$ cat src/rtl/riscv_pkg.sv
// Shared RV32I definitions: datapath width, bubble encoding, base opcodes
// used by decode, and the fetch FSM state encoding.
package riscv_pkg;

    localparam int          XLEN      = 32;
    localparam logic [31:0] NOP_INSTR = 32'h0000_0013;  // addi x0,x0,0

    localparam logic [6:0] OP_LUI    = 7'b0110111;
    localparam logic [6:0] OP_AUIPC  = 7'b0010111;
    localparam logic [6:0] OP_JAL    = 7'b1101111;
    localparam logic [6:0] OP_JALR   = 7'b1100111;
    localparam logic [6:0] OP_BRANCH = 7'b1100011;
    localparam logic [6:0] OP_LOAD   = 7'b0000011;
    localparam logic [6:0] OP_STORE  = 7'b0100011;
    localparam logic [6:0] OP_IMM    = 7'b0010011;
    localparam logic [6:0] OP_REG    = 7'b0110011;

    // S_REQ: fetching at PCF; S_HOLD: fetched word parked in skid while decode
    // stalls; S_DRAIN: waiting out a request abandoned by a redirect.
    typedef enum logic [1:0] {
        S_REQ   = 2'd0,
        S_HOLD  = 2'd1,
        S_DRAIN = 2'd2
    } fetch_state_t;

endpackage

$ cat src/rtl/fetch_skid_buf.sv
// One-entry holding buffer for an instruction fetched while decode was stalled.
module fetch_skid_buf
    import riscv_pkg::*;
#(
    parameter int XLEN = riscv_pkg::XLEN
) (
    input  logic            clk,
    input  logic            reset,
    input  logic            load,
    input  logic            clear,
    input  logic            unload,
    input  logic [31:0]     instr_in,
    input  logic [XLEN-1:0] pc_in,
    output logic [31:0]     instr,
    output logic [XLEN-1:0] pc,
    output logic            valid
);

    // Occupancy flag: clear (redirect) wins over load, load over unload.
    always_ff @(posedge clk) begin
        if (reset || clear) begin
            valid <= 1'b0;
        end else if (load) begin
            valid <= 1'b1;
        end else if (unload) begin
            valid <= 1'b0;
        end
    end

    // Payload is only meaningful while valid, so it is captured without reset.
    always_ff @(posedge clk) begin
        if (load) begin
            instr <= instr_in;
            pc    <= pc_in;
        end
    end

endmodule

$ cat src/rtl/fetch_stage.sv
// IF stage of the 5-stage RV32I pipeline: PCF, IMEM ready handshake, redirect
// drain handling, a one-entry skid for decode stalls, and the IF/ID register.
module fetch_stage
    import riscv_pkg::*;
#(
    parameter int               XLEN      = riscv_pkg::XLEN,
    parameter logic [XLEN-1:0]  RESET_PC  = '0,
    parameter logic [31:0]      NOP_INSTR = riscv_pkg::NOP_INSTR
) (
    input  logic            clk,
    input  logic            reset,
    input  logic            req_en,
    input  logic            StallD,
    input  logic            FlushD,
    input  logic            PCSrcE,
    input  logic [XLEN-1:0] PCTargetE,
    output logic            imem_req,
    output logic [XLEN-1:0] imem_addr,
    input  logic            imem_ready,
    input  logic [31:0]     imem_rdata,
    output logic [31:0]     InstrD,
    output logic [XLEN-1:0] PCD,
    output logic [XLEN-1:0] PCPlus4D,
    output logic            InstrValidD,
    output logic            FetchBusyF
);

    localparam logic [XLEN-1:0] PC_STEP = XLEN'(4);

    fetch_state_t    state, state_n;
    logic [XLEN-1:0] pcf, pcf_n;
    logic [XLEN-1:0] redir_pc, redir_pc_n;

    logic            transfer;
    logic            load_fetch;
    logic            load_skid;
    logic            skid_load;
    logic            skid_valid;
    logic [31:0]     skid_instr;
    logic [XLEN-1:0] skid_pc;

    // A drain keeps requesting regardless of req_en so the abandoned access completes.
    assign imem_req   = (req_en & (state != S_HOLD)) | (state == S_DRAIN);
    // In S_DRAIN PCF still holds the abandoned address; the target waits in redir_pc.
    assign imem_addr  = pcf;
    assign transfer   = imem_req & imem_ready;
    // Redirect discards any same-cycle rdata and any parked skid entry.
    assign load_fetch = (state == S_REQ) & transfer & ~PCSrcE;
    assign skid_load  = load_fetch & StallD;
    assign load_skid  = (state == S_HOLD) & skid_valid & ~StallD & ~PCSrcE;
    assign FetchBusyF = PCSrcE | ~(load_fetch | ((state == S_HOLD) & skid_valid));

    fetch_skid_buf #(.XLEN(XLEN)) u_skid (
        .clk      (clk),
        .reset    (reset),
        .load     (skid_load),
        .clear    (PCSrcE),
        .unload   (load_skid),
        .instr_in (imem_rdata),
        .pc_in    (pcf),
        .instr    (skid_instr),
        .pc       (skid_pc),
        .valid    (skid_valid)
    );

    // Next-state, next-PC and drain target; redirect takes priority over everything.
    always_comb begin
        state_n    = state;
        pcf_n      = pcf;
        redir_pc_n = redir_pc;
        if (PCSrcE) begin
            if (imem_req && !imem_ready) begin
                redir_pc_n = PCTargetE;
                state_n    = S_DRAIN;
            end else begin
                pcf_n   = PCTargetE;
                state_n = S_REQ;
            end
        end else begin
            case (state)
                S_REQ: begin
                    if (transfer) begin
                        pcf_n = pcf + PC_STEP;
                        if (StallD) state_n = S_HOLD;
                    end
                end
                S_HOLD: begin
                    if (!StallD) state_n = S_REQ;
                end
                S_DRAIN: begin
                    if (transfer) begin
                        pcf_n   = redir_pc;
                        state_n = S_REQ;
                    end
                end
                default: state_n = S_REQ;
            endcase
        end
    end

    // FSM state, PCF and drain target registers.
    always_ff @(posedge clk) begin
        if (reset) begin
            state    <= S_REQ;
            pcf      <= RESET_PC;
            redir_pc <= RESET_PC;
        end else begin
            state    <= state_n;
            pcf      <= pcf_n;
            redir_pc <= redir_pc_n;
        end
    end

    // IF/ID register: flush beats stall, stall beats any load; otherwise a bubble.
    always_ff @(posedge clk) begin
        if (reset) begin
            InstrD      <= NOP_INSTR;
            PCD         <= '0;
            PCPlus4D    <= '0;
            InstrValidD <= 1'b0;
        end else if (FlushD) begin
            InstrD      <= NOP_INSTR;
            InstrValidD <= 1'b0;
        end else if (!StallD) begin
            if (load_fetch) begin
                InstrD      <= imem_rdata;
                PCD         <= pcf;
                PCPlus4D    <= pcf + PC_STEP;
                InstrValidD <= 1'b1;
            end else if (load_skid) begin
                InstrD      <= skid_instr;
                PCD         <= skid_pc;
                PCPlus4D    <= skid_pc + PC_STEP;
                InstrValidD <= 1'b1;
            end else begin
                InstrD      <= NOP_INSTR;
                InstrValidD <= 1'b0;
            end
        end
    end

endmodule

$ cat config.mk
export PLATFORM = sky130hd
export DESIGN_NAME = fetch_stage
export DESIGN_NICKNAME = d
export VERILOG_FILES = /design/src/rtl/riscv_pkg.sv /design/src/rtl/fetch_skid_buf.sv /design/src/rtl/fetch_stage.sv
export SDC_FILE = /design/constraint.sdc
export NUM_CORES = 1
export LEC_CHECK = 0
export ABC_AREA = 0
export CAP_MARGIN = 25
export CELL_PAD_IN_SITES_DETAIL_PLACEMENT = 0
export CELL_PAD_IN_SITES_GLOBAL_PLACEMENT = 2
export CORE_ASPECT_RATIO = 1.75
export CORE_MARGIN = 2
export CORE_UTILIZATION = 31
export DETAILED_ROUTE_END_ITERATION = 16
export MAX_ROUTING_LAYER = met4
export PLACE_DENSITY = 0.86
export SETUP_SLACK_MARGIN = 0.3
export SYNTH_ARGS = -nofsm -noshare
export SYNTH_HDL_FRONTEND = slang
export SYNTH_SLANG_ARGS = --single-unit
$ cat constraint.sdc
create_clock -name clk -period 6.73 [get_ports clk]
set_input_delay 1.346 -clock clk [delete_from_list [all_inputs] [get_ports clk]]
set_output_delay 1.346 -clock clk [all_outputs]
set_load 0.02 [all_outputs]
==> qor.csv <==
stage,metric,value,unit
floorplanning,die_w,142.2,µm
setup_path,cp_cell_sequence,clkdlybuf4s50_1 > nand3b_1 > a21o_1 > clkdlybuf4s50_1,
clocking,cts_buffers,23,
synth,ys_seq_area_share,49.88,%
final_layout,antennaDiodeCount,0,
sta,max_freq,0.2255,GHz
min_path,hp-class,reg2reg,
clocking,cts-resized-gates,0,
synth,synth_compound_area_share,19.71,%
routing,wl_met1,14.25,mm
routing,drtPass1Iterations,5,
setup_path,r2r_slack,3.84,ns
synth,synthCells,1179,
sta,slew_headroom,32.79,%
synth,synth_top_area_share,31.32,%
synth,async_flop_share,0,%
sta,worst_pin_slew,1.006,ns
setup_path,cp_common_cell,clkdlybuf4s50_1,
power_and_ir_drop,p_per_area,232.9,mW/mm²
routing,via_per_inst,5.298,
min_path,hp-start,redir_pc[2],
placed_design,dp_cells,1699,
floorplanning,initial_core_util,31.45,%
routing,num_vias,9219,
setup_path,end_kind,output pin,
synth,synthFlopType,dfxtp_1,
synth,synth.area.top_cells,"dfxtp_1 (31%), edfxtp_1 (19%), nand2_1 (7.9%)",
synth,synth_edf_count,64,
synth,synth_top_family_by_area,simple AND/OR/NAND/NOR gates,
synth,synth_cell_type_count,63,
placed_design,placement.io_buffers,201,
setup_path,worstPathRequired,5.38,ns
placed_design,routabilityCongestion,0.8025,
routing,drt_iter0_markers,583,
synth,synthXorXnorAreaFrac,4.567,%
synth,synth_fa_ha_area_share,0.4350,%
global_route,grt_max_degree,67,
setup_path,critPathLaunchType,input port,
setup_path,rr_endpoint,u_skid.instr[28],
global_route,globalRouteOverflowTotal,0,
min_path,worstHoldEndpoint,redir_pc[2],
setup_path,critical-path-max-stage-delay,0.64,ns
routing,wl_met3,1.766,mm
status,status,completed,
clocking,cts_hold_buffers,0,
setup_path,path_buf_inv,2,
clocking,cts.sinks,226,
sta,drv_slew,0,
clocking,cts_root_buffer,clkbuf_16,
clocking,clk_latency,0.51,ns
clocking,clk_pin_slew,0.06,ns
synth,synthSimpleGateAreaFrac,20.18,%
synth,syn_nets,1252,
setup_path,critPathTopFamily,buffers and inverters,
synth,syn-cell-area,0.01035,mm²
sta,rsz0062_at_grt,no,
min_path,hold_depth,2,
floorplanning,die_h,245.8,µm
placed_design,hpwl,23.73,mm
synth,synth_common_cells,"nand2_1 (219), dfxtp_1 (162), nor2_1 (129)",
setup_path,r2r_start,state[0],
sta,fin_crit_sh,65.89,%
global_route,grt_pass1_wl,51.92,mm
floorplanning,die_area,0.03494,mm²
global_route,track_usage,19.34,%
final_layout,stdcell_count,1740,
job,cap_violations,0,
sta,setup_viol,0,
setup_path,crit_slowest_cell,clkdlybuf4s50_1,
power_and_ir_drop,p_leak,4.547,nW
routing,antenna_left,0,
global_route,grt_pass1_vias,8852,
synth,ys.warnings.count,0,
global_route,antenna_found_initial,0,
synth,ys_seq_elements,226,
synth,yosys.area.top_type,dfxtp_1,
floorplanning,coreArea,0.03292,mm²
synth,synthMuxAreaShare,0.6767,%
sta,finalClockSkew,0.008827,ns
routing,wl,33.60,mm
setup_path,path_class,in2out,
floorplanning,num_io_pins,202,
routing,highest_layer,met4,
final_layout,nets,1392,
final_layout,drive_above_1_share,5.543,%
sta,fin_crit,4.434,ns
clocking,tritoncts,done,
sta,fin_tns_setup,0,ns
routing,drc,0,
setup_path,worst-path-stages,4,
setup_path,reg2regPathDepth,4,
clocking,cts_max_path_buffers,3,
routing,avgRoutedWirePerCell,19.31,µm
final_layout,syn2layout_area_growth,28.66,%
setup_path,arrival,3.09,ns
clocking,cts_setup_buffers,0,
sta,finalHoldViolCount,0,
synth,syn_avg_cell_area,8.783,µm²
synth,post-synth-top-count-cell,nand2_1,
setup_path,path_max_fanout,5,
floorplanning,fp-row-count,88,
power_and_ir_drop,ir_worst_vdd,0.1222,mV
routing,dr_wl_met2,16.45,mm
clocking,h-tree-depth,1,
cell families (layout without fill, tap and decap cells):
logic type,count (synthesis),after routing
simple gates,470,470
compound gates,302,302
flops,226,226
xor+xnor,54,54
buf+inv,116,272
fa+ha+maj,4,4
mux,7,7
area by class of cell:
class                   count  area [µm²]
flip-flops and latches    226        5165
inverters                  13       48.80
fillers                  3294       19600
repair buffers            218        2132
clock buffers              30       643.1
multi-input cells         837        4748
clock inverters            11       78.83
well taps                 405       506.7
sequential cells by signal (all words and copies together) (netlist names):
signal        flops
u_skid.valid      1
u_skid.pc        32
u_skid.instr     32
state             2
redir_pc         32
InstrD           32
imem_addr        32
PCPlus4D         30
PCD              32
InstrValidD       1
per-stage QoR:
stage / hold WS (ns) / util (%) / setup WS (ns) / cell area [µm²] / power, mW
3_5_place_dp: 0.4425 / 38.28 / 2.009 / 12600 / 1.888
4_1_cts: 0.4510 / 40.47 / 2.324 / 13320 / 3.140
6_report: 0.4489 / 40.47 / 2.296 / 13320 / 3.103
3_3_place_gp: 0.4368 / 38.28 / 2.062 / 12600 / 1.884
2_1_floorplan: 0.4319 / - / 0.9742 / 10350 / 1.710
5_1_grt: 0.4694 / 40.47 / 2.234 / 13320 / 3.228
report_power, final:
| group | leakage [nW] | total (mW) | switching [mW] | internal, mW |
|---|---|---|---|---|
| clock | 0.366 | 1.25 | 0.536 | 0.711 |
| sequential | 1.91 | 1.51 | 0.0633 | 1.44 |
| combinational | 2.27 | 0.349 | 0.198 | 0.151 |
metal layers:
layer	global-route usage [%]	up-vias
li1	-	4513
met5	-	-
met4	7.500	0
met1	23.80	4380
met3	2.415	60
met2	32.23	266
worst max path at each step:
| stage | from | to |
|---|---|---|
| final | req_en | FetchBusyF |
| after global routing | req_en | FetchBusyF |
| after CTS | req_en | FetchBusyF |
| after detailed placement | StallD | u_skid.instr[28] |
| after global placement | StallD | u_skid.instr[22] |
| after floorplan | PCSrcE | u_skid.instr[0] |
cell usage in the layout (no fill, tap or decap), types with 16 or more instances in the layout:
cell type / Yosys / layout
buf_4: 3 / 18
o21ai_0: 71 / 71
edfxtp_1: 64 / 64
o211ai_1: 16 / 16
clkdlybuf4s50_1: 0 / 199
xnor2_1: 27 / 27
a21oi_1: 80 / 79
dfxtp_1: 162 / 162
nor3_1: 20 / 19
nand4_1: 21 / 21
nand2_1: 219 / 219
a311oi_1: 32 / 32
a221o_1: 33 / 33
clkbuf_16: 0 / 24
nor2_1: 129 / 126
nand3_1: 26 / 26
a211oi_1: 18 / 18
xor2_1: 27 / 27
worst register-to-register path, cell delays in order, from the launching register on:
cell	delay [ns]
dfxtp_1	0.41
nand3b_1	0.40
or2_2	0.43
nor2_4	0.77
buf_4	0.52
No activity file was read; power rests on OpenSTA's default activity.
